--- config.mk ---
export PLATFORM = sky130hd
export DESIGN_NAME = borrow_div_seq_flat
export DESIGN_NICKNAME = d
export VERILOG_FILES = /design/src/rtl/borrow_div_seq_if.sv /design/src/rtl/borrow_div_seq.sv /design/src/flat_wrapper.sv
export SDC_FILE = /design/constraint.sdc
export NUM_CORES = 1
export LEC_CHECK = 0
export CORE_ASPECT_RATIO = 0.7
export CORE_UTILIZATION = 35
export CTS_BUF_LIST = sky130_fd_sc_hd__clkbuf_4 sky130_fd_sc_hd__clkbuf_8
export DETAILED_ROUTE_END_ITERATION = 10
export SLEW_MARGIN = 15
export SYNTH_ARGS = -nofsm -noshare
export SYNTH_HDL_FRONTEND = slang
export SYNTH_SLANG_ARGS = --single-unit
--- constraint.sdc ---
create_clock -name clk -period 9 [get_ports clk]
set_input_delay 0.9 -clock clk [delete_from_list [all_inputs] [get_ports clk]]
set_output_delay 0.9 -clock clk [all_outputs]
set_load 0.05 [all_outputs]
--- src/rtl/borrow_div_seq_if.sv ---
// Handshake and operand/result bundle for the sequential restoring divider.
// master drives requests (ALU side); slave is the divider.
interface borrow_div_seq_if #(parameter int WIDTH = 16);
  logic             start;
  logic [WIDTH-1:0] dividend;
  logic [WIDTH-1:0] divisor;
  logic             busy;
  logic             done;
  logic             div_by_zero;
  logic [WIDTH-1:0] quotient;
  logic [WIDTH-1:0] remainder;

  modport master (
    output start, dividend, divisor,
    input  busy, done, div_by_zero, quotient, remainder
  );

  modport slave (
    input  start, dividend, divisor,
    output busy, done, div_by_zero, quotient, remainder
  );
endinterface

--- src/rtl/borrow_div_seq.sv ---
// Multi-cycle unsigned restoring divider: one quotient bit per cycle via a trial
// subtract built from generate/propagate carry cells (carry-out 1 = no borrow).
//
// state  | meaning
// S_IDLE | waiting for start; results held
// S_RUN  | iterating (cnt < WIDTH) or finishing (cnt == WIDTH)
// S_DONE | results valid, done pulse; start accepted back-to-back
module borrow_div_seq #(
  parameter int WIDTH = 16
) (
  input  logic             clk,
  input  logic             rst,
  borrow_div_seq_if.slave  bus
);

  localparam int CW = $clog2(WIDTH + 1);

  typedef enum logic [1:0] {
    S_IDLE = 2'd0,
    S_RUN  = 2'd1,
    S_DONE = 2'd2
  } state_t;

  state_t           state_q, state_d;
  logic [WIDTH-1:0] q_q, q_d;
  logic [WIDTH-1:0] r_q, r_d;
  logic [WIDTH-1:0] d_q, d_d;
  logic [CW-1:0]    cnt_q, cnt_d;
  logic             zero_q, zero_d;
  logic [WIDTH-1:0] quot_q, quot_d;
  logic [WIDTH-1:0] rem_q, rem_d;
  logic             dz_q, dz_d;

  logic [WIDTH:0]   trial_a;
  logic [WIDTH:0]   trial_b;
  logic [WIDTH:0]   trial_g;
  logic [WIDTH:0]   trial_p;
  logic [WIDTH-1:0] trial_t;
  logic             no_borrow;

  // The partial remainder is WIDTH+1 bits wide only during the trial: its top bit
  // is the bit shifted out of r_q, and a kept remainder always fits in WIDTH bits.
  always_comb begin
    logic c;
    trial_a = {r_q, q_q[WIDTH-1]};
    trial_b = ~{1'b0, d_q};
    trial_g = trial_a & trial_b;
    trial_p = trial_a ^ trial_b;
    trial_t = '0;
    c       = 1'b1;
    for (int i = 0; i < WIDTH; i++) begin
      trial_t[i] = trial_p[i] ^ c;
      c          = trial_g[i] | (trial_p[i] & c);
    end
    no_borrow = trial_g[WIDTH] | (trial_p[WIDTH] & c);
  end

  always_comb begin
    state_d = state_q;
    q_d     = q_q;
    r_d     = r_q;
    d_d     = d_q;
    cnt_d   = cnt_q;
    zero_d  = zero_q;
    quot_d  = quot_q;
    rem_d   = rem_q;
    dz_d    = dz_q;
    unique case (state_q)
      S_IDLE, S_DONE: begin
        state_d = S_IDLE;
        if (bus.start) begin
          state_d = S_RUN;
          q_d     = bus.dividend;
          r_d     = '0;
          d_d     = bus.divisor;
          dz_d    = 1'b0;
          zero_d  = (bus.divisor == '0);
          // a zero divisor skips the iterations and finishes on the next edge
          cnt_d   = zero_d ? CW'(WIDTH) : '0;
        end
      end
      S_RUN: begin
        if (cnt_q == CW'(WIDTH)) begin
          state_d = S_DONE;
          quot_d  = zero_q ? '1 : q_q;
          rem_d   = zero_q ? q_q : r_q;
          dz_d    = zero_q;
        end else begin
          cnt_d = cnt_q + CW'(1);
          if (no_borrow) begin
            r_d = trial_t;
            q_d = {q_q[WIDTH-2:0], 1'b1};
          end else begin
            r_d = trial_a[WIDTH-1:0];
            q_d = {q_q[WIDTH-2:0], 1'b0};
          end
        end
      end
      default: state_d = S_IDLE;
    endcase
  end

  always_ff @(posedge clk) begin
    if (rst) begin
      state_q <= S_IDLE;
      q_q     <= '0;
      r_q     <= '0;
      d_q     <= '0;
      cnt_q   <= '0;
      zero_q  <= 1'b0;
      quot_q  <= '0;
      rem_q   <= '0;
      dz_q    <= 1'b0;
    end else begin
      state_q <= state_d;
      q_q     <= q_d;
      r_q     <= r_d;
      d_q     <= d_d;
      cnt_q   <= cnt_d;
      zero_q  <= zero_d;
      quot_q  <= quot_d;
      rem_q   <= rem_d;
      dz_q    <= dz_d;
    end
  end

  assign bus.busy        = (state_q == S_RUN);
  assign bus.done        = (state_q == S_DONE);
  assign bus.div_by_zero = dz_q;
  assign bus.quotient    = quot_q;
  assign bus.remainder   = rem_q;

endmodule

--- src/flat_wrapper.sv ---
// flat-port wrapper written by rule: the top's interface ports become plain ports
module borrow_div_seq_flat 
#(
  parameter int WIDTH = 16
)
  (clk, rst, bus_start, bus_dividend, bus_divisor, bus_busy, bus_done, bus_div_by_zero, bus_quotient, bus_remainder);
  borrow_div_seq_if #(.WIDTH(WIDTH)) bus_i ();
  input  logic clk;
  input  logic rst;
  input wire logic [$bits(bus_i.start)-1:0] bus_start;
  input wire logic [$bits(bus_i.dividend)-1:0] bus_dividend;
  input wire logic [$bits(bus_i.divisor)-1:0] bus_divisor;
  output wire logic [$bits(bus_i.busy)-1:0] bus_busy;
  output wire logic [$bits(bus_i.done)-1:0] bus_done;
  output wire logic [$bits(bus_i.div_by_zero)-1:0] bus_div_by_zero;
  output wire logic [$bits(bus_i.quotient)-1:0] bus_quotient;
  output wire logic [$bits(bus_i.remainder)-1:0] bus_remainder;
  assign bus_i.start = bus_start;
  assign bus_i.dividend = bus_dividend;
  assign bus_i.divisor = bus_divisor;
  assign bus_busy = bus_i.busy;
  assign bus_done = bus_i.done;
  assign bus_div_by_zero = bus_i.div_by_zero;
  assign bus_quotient = bus_i.quotient;
  assign bus_remainder = bus_i.remainder;
  borrow_div_seq #(.WIDTH(WIDTH)) u_core (.clk(clk), .rst(rst), .bus(bus_i));
endmodule
# Yosys cells after proc, flatten, opt, wreduce, memory -nomap -nowiden
# Cells that the tools add are included.
# Widths: inputs -> output; s select.
[op_classes] addsub=1 bitwise_logic=52 mux=20 n_reduce_logical=8 eq_ne=6
[ops] op="$mux 16" count=7
[ops] op="$pmux 16 s2" count=2
[ops] op="$and 17x17->17" count=1
[ops] op="$not 16->17" count=1
[ops] op="$or 1x1->1" count=17
[ops] op="$xor 17x17->17" count=1
[ops] op="$and 1x1->1" count=16
[ops] op="$logic_not 16->1" count=1
[ops] op="$mux 5" count=3
[ops] op="$xor 1x1->1" count=15
[ops] op="$pmux 5 s2" count=1
[ops] op="$reduce_and 3->1" count=2
[ops] op="$add 5x1->5 const B" count=1
[ops] op="$eq 5x5->1 const B" count=1
[ops] op="$mux 1" count=4
[ops] op="$ne 2x2->1 const B" count=2
[ops] op="$pmux 2 s2" count=1
[ops] op="$reduce_and 2->1" count=2
[ops] op="$eq 2x1->1 const B" count=1
[ops] op="$eq 2x2->1 const B" count=1
[ops] op="$logic_not 2->1" count=1
[ops] op="$mux 2" count=1
[ops] op="$ne 2x1->1 const B" count=1
[ops] op="$pmux 1 s2" count=1
[ops] op="3 further kinds" count=3
[word_totals] inputBits=35 out_inout_bits=35 reg_bits=89 wordCells=96

# Logic depth before layout (Yosys ltp)
# Gate-level depths: netlist (run 1).
[logic_depth] ltp_word=38 ltp_mapped=24 ltp_nobuf=22

# Least setup slack after synthesis (run 1)
# No wires, ideal clock.
[synth_path] kind="register -> register" startpoint="reg u_core.q_q[15]" endpoint="reg u_core.r_q[11]" path_stages_with_launch=25 arrival_time_ns=7.889 required_ns=8.868 setup_slack_ns=0.978 setup_ns=0.132 synth_period_minus_slack_ns=8.022 path_buffers=2 path_cell_list="dfxtp_1 inv_1 ha_1 fa_1 fa_1 fa_1 fa_1 fa_1 fa_1 fa_1 fa_1 fa_1 fa_1 fa_1 fa_1 fa_1 fa_1 inv_1 fa_1 or2_2 clkbuf_1 clkbuf_1 nand2_1 o211ai_1 a21oi_1"
[synth_between] elab_chain_cells=37
[synth_lines] element="start, declared" line_no="borrow_div_seq.sv:25" rtl="logic [WIDTH-1:0] q_q, q_d;"
[synth_lines] element="start signal, assigned" line_no="borrow_div_seq.sv:116" rtl="q_q <= q_d;"
[synth_lines] element="$and 17x17->17 / $xor 17x17->17 (equally long branches)" line_no="borrow_div_seq.sv:47, borrow_div_seq.sv:48"
[synth_lines] element="$or 1x1->1 *" line_no="borrow_div_seq.sv:53" rtl="c = trial_g[i] | (trial_p[i] & c);"
[synth_lines] element="$and 1x1->1 *" line_no="borrow_div_seq.sv:53"
[synth_lines] element="$or 1x1->1 *" line_no="borrow_div_seq.sv:53"
[synth_lines] element="$and 1x1->1 *" line_no="borrow_div_seq.sv:53"
[synth_lines] element="$or 1x1->1 *" line_no="borrow_div_seq.sv:53"
[synth_lines] element="$and 1x1->1 *" line_no="borrow_div_seq.sv:53"
[synth_lines] element="$or 1x1->1 *" line_no="borrow_div_seq.sv:53"
[synth_lines] element="[21 not listed]"
[synth_lines] element="$or 1x1->1" line_no="borrow_div_seq.sv:53"
[synth_lines] element="$and 1x1->1" line_no="borrow_div_seq.sv:53"
[synth_lines] element="$or 1x1->1" line_no="borrow_div_seq.sv:53"
[synth_lines] element="$and 1x1->1" line_no="borrow_div_seq.sv:55" rtl="no_borrow = trial_g[WIDTH] | (trial_p[WIDTH] & c);"
[synth_lines] element="$or 1x1->1" line_no="borrow_div_seq.sv:55"
[synth_lines] element="$mux 16 *" line_no="borrow_div_seq.sv:90" rtl="if (no_borrow) begin"
[synth_lines] element="$mux 16 *" line_no="borrow_div_seq.sv:83" rtl="if (cnt_q == CW'(WIDTH)) begin"
[synth_lines] element="$pmux 16 s2 *" line_no="borrow_div_seq.sv:68" rtl="unique case (state_q)"
[synth_lines] element="end signal, assigned" line_no="borrow_div_seq.sv:117" rtl="r_q <= r_d;"
[synth_lines] element="end, declared" line_no="borrow_div_seq.sv:26" rtl="logic [WIDTH-1:0] r_q, r_d;"
# Every way passes the cells marked *; elsewhere a longest branch is shown, timed or not. The select of a mux whose other input is x is not followed.
# A chain may end at the register's enable or synchronous reset.

# Worst setup path in the final report (run 1)
[layout_path] startpoint="reg u_core.q_q[15]" endpoint="reg u_core.r_q[8]"
[layout_between] elab_chain_cells=37
[layout_lines] element="$and 17x17->17 / $xor 17x17->17 (equally long branches)" line_no="borrow_div_seq.sv:47, borrow_div_seq.sv:48"
[layout_lines] element="$or 1x1->1 *" line_no="borrow_div_seq.sv:53"
[layout_lines] element="$and 1x1->1 *" line_no="borrow_div_seq.sv:53"
[layout_lines] element="$or 1x1->1 *" line_no="borrow_div_seq.sv:53"
[layout_lines] element="$and 1x1->1 *" line_no="borrow_div_seq.sv:53"
[layout_lines] element="$or 1x1->1 *" line_no="borrow_div_seq.sv:53"
[layout_lines] element="$and 1x1->1 *" line_no="borrow_div_seq.sv:53"
[layout_lines] element="$or 1x1->1 *" line_no="borrow_div_seq.sv:53"
[layout_lines] element="[21 not listed]"
[layout_lines] element="$or 1x1->1" line_no="borrow_div_seq.sv:53"
[layout_lines] element="$and 1x1->1" line_no="borrow_div_seq.sv:53"
[layout_lines] element="$or 1x1->1" line_no="borrow_div_seq.sv:53"
[layout_lines] element="$and 1x1->1" line_no="borrow_div_seq.sv:55"
[layout_lines] element="$or 1x1->1" line_no="borrow_div_seq.sv:55"
[layout_lines] element="$mux 16 *" line_no="borrow_div_seq.sv:90"
[layout_lines] element="$mux 16 *" line_no="borrow_div_seq.sv:83"
[layout_lines] element="$pmux 16 s2 *" line_no="borrow_div_seq.sv:68"
# Marked as above.

==> run summary, run 1 <==
Final Setup Violations - 0
Post-Syn Instances - 485
number of filler cells placed in the layout - 1110
non-filler cells, final - 687
CTS Buf Count - 9
synth unique cells - 33
fin nets - 582
DIE HEIGHT - 92.7 um
area growth from synthesis to layout - 23.5%
post-synth top area share - 43.4%
Worst-Skew Late Latency - 0.36 ns
Syn. warnings - 0
number of DRC markers in iteration 0 - 316
sequential share of the synthesized area - 43.4%
maximum clock insertion buffer count - 2
Hold Crit Endpoint - u_core.d_q[15]
P_leak - 0.00167 uW
n_diodes - 0
dpl hpwl - 6890 um
die width - 132 um
RSZ-0062 raised after global routing - no
arrival time at the worst endpoint - 8.43 ns
worst r2r src - u_core.q_q[15]
final setup TNS - 0 ns
Worst Path Buf+Inv - 3
f_max - 0.122 GHz
Req. time, crit path - 9.22 ns
PD cells - 199 nW/um^2
Initial Util - 36.7%
CTS clk-pin slew, worst paths - 0.09 ns
core area - 11200 um^2
critical path's top delay family - adder cells
Yosys reg bits - 89
fin crit share - 91.3%
Worst R2R Path Depth - 23
first-pass GRT wire length - 16800 um
Critical Path Slowest Stage Cell - fa_1
CP Launch Type - register
min Tclk post-route - 8.21 ns
Max-Cap Viols - 0
ys async rst share - 0%
Worst Hold Launch - u_core.d_q[15]
Post-CTS Resized - 0
Netlist Area Pre-Place - 4110 um^2
Post-Synth XOR/XNOR Area - 0%
synth cell count leaders - dfxtp_1 (89), nand2_1 (88), nor2_1 (54)
CTS tree - yes
Worst setup EP type - register
largest net degree at the start of global routing - 90
die area - 12200 um^2
Root Buffer - clkbuf_8
outcome - finished clean
H-tree Lvls - 3
CTS Sinks - 89
R2R Path End - u_core.r_q[8]
R2R Setup Slk - 0.79 ns
post-route antenna net violation count - 0
largest stage delay on the critical path - 0.48 ns
via count - 3492
Synth Area in Compound Gates - 14.3%
RePlAce Congestion - 0.843
Placement Rows - 32
clk_skew - 0.0130 ns
share of cells above drive strength 1 - 6.18%
Max Slew Vio Count - 0
simple-gate portion of the synthesized area - 22.8%
Worst path most repeated cell - fa_1
Ports - 70
Slew @ Worst Pin - 1.09 ns
Synth Flop Type - dfxtp_1
WL per Instance - 15.0 um
hold_buf cts - 0
worst-path fanout max - 30
top post-synthesis cells by area - dfxtp_1 (43%), nand2_1 (8.0%), fa_1 (7.3%)
Post CTS Setup Buffer Count - 0
VDD IR max - 0.0773 mV
drt pass-1 iters - 4
PortBufs - 69
syn_area_per_cell - 8.47 um^2
EDFF count, synth - 0
largest family of logic cells by synthesized area - simple AND/OR/NAND/NOR gates
hold path depth - 2
total track usage - 17.3%
Syn Nets - 538
WL final - 10300 um
worst setup path startpoint - u_core.q_q[15]
Setup CP Type - reg2reg
initial antenna violation count - 0
crit-path cells - inv_1, ha_1, fa_1, fa_1, fa_1, fa_1, fa_1, fa_1, fa_1, fa_1, fa_1, fa_1, fa_1, fa_1, fa_1, fa_1, inv_1, fa_1, or2_2, buf_4, nand2_1, o211ai_1, a21oi_1
adder-cell share of the synthesized area - 8.22%
most common cell in the netlist - dfxtp_1
dpl cells - 671
vias per inst - 5.08
endpoints failing hold - 0
mux contribution to synthesized area - 4.72%
relative slew slack - 27.2%
vias in the first global route - 3290
DR DRC count - 0
min-delay worst type - reg2reg
grt total ovfl - 0
Yosys top cell by area - dfxtp_1
==> flip-flops by register name (all words and copies together), names as in the netlist <==
| name | cells |
|---|---|
| u_core.bus.div_by_zero | 1 |
| u_core.bus.quotient | 16 |
| u_core.bus.remainder | 16 |
| u_core.cnt_q | 5 |
| u_core.d_q | 16 |
| u_core.q_q | 16 |
| u_core.r_q | 16 |
| u_core.state_q | 2 |
| u_core.zero_q | 1 |
==> how the worst max path moves through the flow <==
stage                                 to  slack (ns)  cells after the start
after floorplan           u_core.r_q[11]        0.98                     24
after global placement     u_core.r_q[4]        0.86                     23
after detailed placement   u_core.r_q[8]        0.74                     23
after CTS                  u_core.r_q[8]        0.71                     23
after global routing       u_core.r_q[3]        0.35                     23
final                      u_core.r_q[8]        0.79                     23
==> worst register-to-register path, delay by kind of cell, from the launching register on <==
| kind | cells | cell delay [ns] |
|---|---|---|
| buffers and inverters | 3 | 0.43 |
| and+or+nand+nor | 2 | 0.23 |
| adders and majority gates | 16 | 6.82 |
| DFF | 1 | 0.42 |
| AOI/OAI and AO/OA | 2 | 0.19 |
==> where the power goes <==
| group | internal [uW] | leakage, uW | switching [uW] | total, uW |
|---|---|---|---|---|
| clock network | 187 | 0.000124 | 151 | 339 |
| logic | 92.5 | 0.000822 | 128 | 221 |
| registers | 419 | 0.000725 | 29.4 | 449 |
==> through the flow <==
step                instance area, um^2  total power, uW  hold slack (ns)  setup WS, ns  util [%]
floorplan                          4110              622            0.436         0.978         -
global placement                   4820              672            0.451         0.865      43.0
detailed placement                 4820              681            0.463         0.739      43.0
CTS                                5070             1020            0.475         0.709      45.2
global route                       5070             1070            0.491         0.347      45.3
finish                             5070             1010            0.468         0.786      45.3
==> routing by layer <==
| layer | up-vias | track usage (%) | wire length (um) |
|---|---|---|---|
| met5 | - | 0 | 0 |
| met3 | 7 | 4.16 | 544 |
| met1 | 1647 | 24.7 | 5140 |
| li1 | 1749 | - | - |
| met4 | 0 | 3.97 | 79 |
| met2 | 89 | 26.1 | 4510 |
==> kinds of logic after synthesis <==
family                   after synthesis
flip-flops                            89
AND/OR/NAND/NOR                      212
buffers and inverters                 59
adder cells (fa/ha/maj)               18
AO/OA/AOI/OAI                         88
multiplexers                          19
==> layout by cell type, fill, tap and decap left out, types with 16 or more instances in the layout <==
cell type	netlist	layout
a211oi_1	17	17
inv_1	19	19
mux2i_1	16	16
nor2_1	54	53
a21oi_1	40	40
nor3_1	33	33
nand3_1	19	19
clkdlybuf4s50_1	0	68
dfxtp_1	89	89
nand2_1	88	88
==> layout make-up <==
type | count | area (um^2) | share of cell area (%)
sequential | 89 | 1780 | 35.1
timing repair buffer | 72 | 708 | 14.0
clock buffer | 9 | 124 | 2.44
inverter | 20 | 76.3 | 1.50
multi-input combinational | 337 | 2070 | 40.8
clock inverter | 7 | 125 | 2.47
tap | 153 | 191 | 3.77
Power figures use the tool's default switching activity.
==> run 2: changes to the inputs <==
--- a/config.mk
+++ b/config.mk
@@ -9,6 +9,7 @@
 export CORE_UTILIZATION = 35
 export CTS_BUF_LIST = sky130_fd_sc_hd__clkbuf_4 sky130_fd_sc_hd__clkbuf_8
 export DETAILED_ROUTE_END_ITERATION = 10
+export REMOVE_ABC_BUFFERS = 1
 export SLEW_MARGIN = 15
 export SYNTH_ARGS = -nofsm -noshare
 export SYNTH_HDL_FRONTEND = slang
==> run 2 against run 1 <==
  * Sequential cell count unchanged
  * Core utilization down 0.44 points
  * Sequential share of layout area up 0.34 points
  * Setup slack worse by 0.057 ns
  * Maximum frequency down 0.69%
  * Clock-buffer cell count up 1
  * Clock skew down 0.0056 ns
  * Combinational power about the same
==> run summary, run 2 (synthesis gave the netlist of run 1 again) <==
relative slew slack - 26.6% (-0.59 points)
switching part of the total power - 31.8% (+1.2 points)
worst r2r src - u_core.q_q[15]
via count - 3507 (+0.43%)
largest net degree at the start of global routing - 90 (unchanged)
share of cells above drive strength 1 - 6.17% (-0.012 points)
FF+latch area - 1780 um^2 (unchanged)
Worst R2R Path Depth - 23 (unchanged)
crit path capture - u_core.r_q[6]
WL per Instance - 14.7 um (-1.7%)
area growth from synthesis to layout - 22.3%
critical path depth - 23 (unchanged)
die area - 12200 um^2 (unchanged)
hold path depth - 2 (unchanged)
Max-Cap Viols - 0 (unchanged)
clk_skew - 0.00741 ns (-0.00559 ns)
initial antenna violation count - 0 (unchanged)
Comb power frac - 23.4% (+1.5 points)
DIE HEIGHT - 92.7 um (unchanged)
Fin Hold WS - 0.466 ns (-0.00190 ns)
Final Setup Violations - 0 (unchanged)
CTS clk-pin slew, worst paths - 0.08 ns (about the same)
outcome - finished clean
final setup TNS - 0 ns (unchanged)
vias in the first global route - 3298 (+0.24%)
non-filler cells, final - 688 (+0.15%)
dpl hpwl - 6750 um (-2.1%)
PortBufs - 69 (unchanged)
Root Buffer - clkbuf_8
n_diodes - 0 (unchanged)
RePlAce Congestion - 0.746 (-11%)
Ports - 70 (unchanged)
fin nets - 583 (+0.17%)
min Tclk post-route - 8.27 ns (+0.0567 ns)
P_leak - 0.00165 uW (-1.1%)
CTS Sinks - 89 (unchanged)
R2R Setup Slk - 0.73 ns (-0.06 ns)
CP Launch Type - register
Slew @ Worst Pin - 1.10 ns (+0.00885 ns)
Placement Rows - 32 (unchanged)
number of filler cells placed in the layout - 1109 (-0.090%)
commonest non-fill, non-tap cells in the layout - dfxtp_1 (89), nand2_1 (88), clkdlybuf4s50_1 (68)
Setup CP Type - reg2reg
worst setup path startpoint - u_core.q_q[15]
Post CTS Setup Buffer Count - 0 (unchanged)
Initial Util - 36.7% (unchanged)
H-tree Lvls - 3 (unchanged)
Switch Pwr - 302 uW (-2.3%)
Post-CTS Resized - 0 (unchanged)
post-route antenna net violation count - 0 (unchanged)
power share of the sequential group - 47.2% (+2.7 points)
Critical Path Slowest Stage Cell - fa_1
RSZ-0062 raised after global routing - no
number of DRC markers in iteration 0 - 220 (-30%)
hold_buf cts - 0 (unchanged)
grt total ovfl - 0 (unchanged)
Core Util, Final - 44.8% (-0.44 points)
Clk pwr share - 29.4% (-4.2 points)
Req. time, crit path - 9.21 ns (about the same)
most common cell after layout, fill and taps aside - dfxtp_1
critical path's top delay family - adder cells
Max Slew Vio Count - 0 (unchanged)
Worst Hold Launch - u_core.d_q[15]
Int Power - 646 uW (-7.5%)
VDD IR max - 0.0715 mV (-7.5%)
worst-path fanout max - 24 (-20%)
Worst Path Buf+Inv - 3 (unchanged)
Worst path most repeated cell - fa_1
CTS tree - yes
die width - 132 um (unchanged)
Total Power - 948 uW (-5.9%)
WL final - 10100 um (-1.5%)
Worst-Skew Late Latency - 0.37 ns (about the same)
arrival time at the worst endpoint - 8.48 ns (+0.05 ns)
maximum clock insertion buffer count - 2 (unchanged)
f_max - 0.121 GHz (-0.69%)
Worst setup EP type - register
vias per inst - 5.10 (+0.28%)
endpoints failing hold - 0 (unchanged)
R2R Path End - u_core.r_q[6]
Multi-input gate area - 2070 um^2 (-0.12%)
drt pass-1 iters - 4 (unchanged)
first-pass GRT wire length - 17000 um (+1.4%)
DR DRC count - 0 (unchanged)
largest stage delay on the critical path - 0.49 ns (about the same)
fin crit share - 91.9% (+0.63 points)
CTS Buf Count - 9 (unchanged)
dpl cells - 672 (+0.15%)
min-delay worst type - reg2reg
core area - 11200 um^2 (unchanged)
PD cells - 189 nW/um^2 (-5.0%)
crit-path cells - inv_1, ha_1, fa_1, fa_1, fa_1, fa_1, fa_1, fa_1, fa_1, fa_1, fa_1, fa_1, fa_1, fa_1, fa_1, fa_1, inv_1, fa_1, or2_2, buf_4, nand2_1, o211ai_1, a21oi_1
total track usage - 17.6% (+0.35 points)
## run 2: cell types whose count changed in the layout (fill, tap and decap cells not counted)
cell        delta
clkinvlp_4     +1
nor2b_1        +1
clkbuf_8       +1
inv_6          -2
nor2b_2        -1
clkinv_2       +4
buf_4          +1
clkinv_4       -2
bufinv_16      -2
## run 2: how the worst min path moves through the flow
stage                           to  slack (ns)
global placement    u_core.d_q[15]        0.45
detailed placement  u_core.d_q[15]        0.46
finish              u_core.d_q[15]        0.47
floorplan           u_core.d_q[15]        0.43
global route        u_core.d_q[15]        0.50
CTS                 u_core.d_q[15]        0.47
## run 2: layer usage
layer	global-route usage [%]	vias up	wire length, um
li1	-	1757	-
met1	24.7	1660	5080
met2	26.8	80	4440
met3	4.54	10	496
met4	4.65	0	106
met5	0	-	0
## run 2: power by group through the flow
| stage | combinational (uW) | sequential, uW | clock (uW) |
|---|---|---|---|
| after floorplan | 157 | 447 | 0 |
| after global placement | 217 | 456 | 0 |
| after detailed placement | 222 | 457 | 0 |
| after CTS | 224 | 448 | 287 |
| after global routing | 255 | 452 | 300 |
| final | 222 | 448 | 279 |
## run 2: cell type report
class | instances | share of cell area [%]
tap | 153 | 3.81
timing repair buffer | 73 | 14.2
clock inverter | 6 | 1.15
multi-input combinational | 337 | 41.1
inverter | 20 | 1.52
clock buffer | 10 | 2.74
sequential | 89 | 35.4
## run 2: worst reg2reg max path: stages, from the launching register on
cell	delay (ns)
dfxtp_1	0.41
inv_1	0.06
ha_1	0.20
fa_1	0.49
fa_1	0.47
fa_1	0.45
fa_1	0.45
fa_1	0.46
fa_1	0.46
fa_1	0.46
fa_1	0.46
fa_1	0.46
fa_1	0.46
fa_1	0.46
fa_1	0.48
fa_1	0.47
fa_1	0.42
inv_1	0.09
fa_1	0.16
or2_2	0.19
buf_4	0.28
nand2_1	0.10
o211ai_1	0.10
a21oi_1	0.09
## run 2: per-stage QoR
step           setup slack (ns)  cell area [um^2]
2_1_floorplan             0.877              3920
3_3_place_gp              0.815              4830
3_5_place_dp              0.713              4830
4_1_cts                   0.675              5030
5_1_grt                   0.312              5030
6_report                  0.729              5030
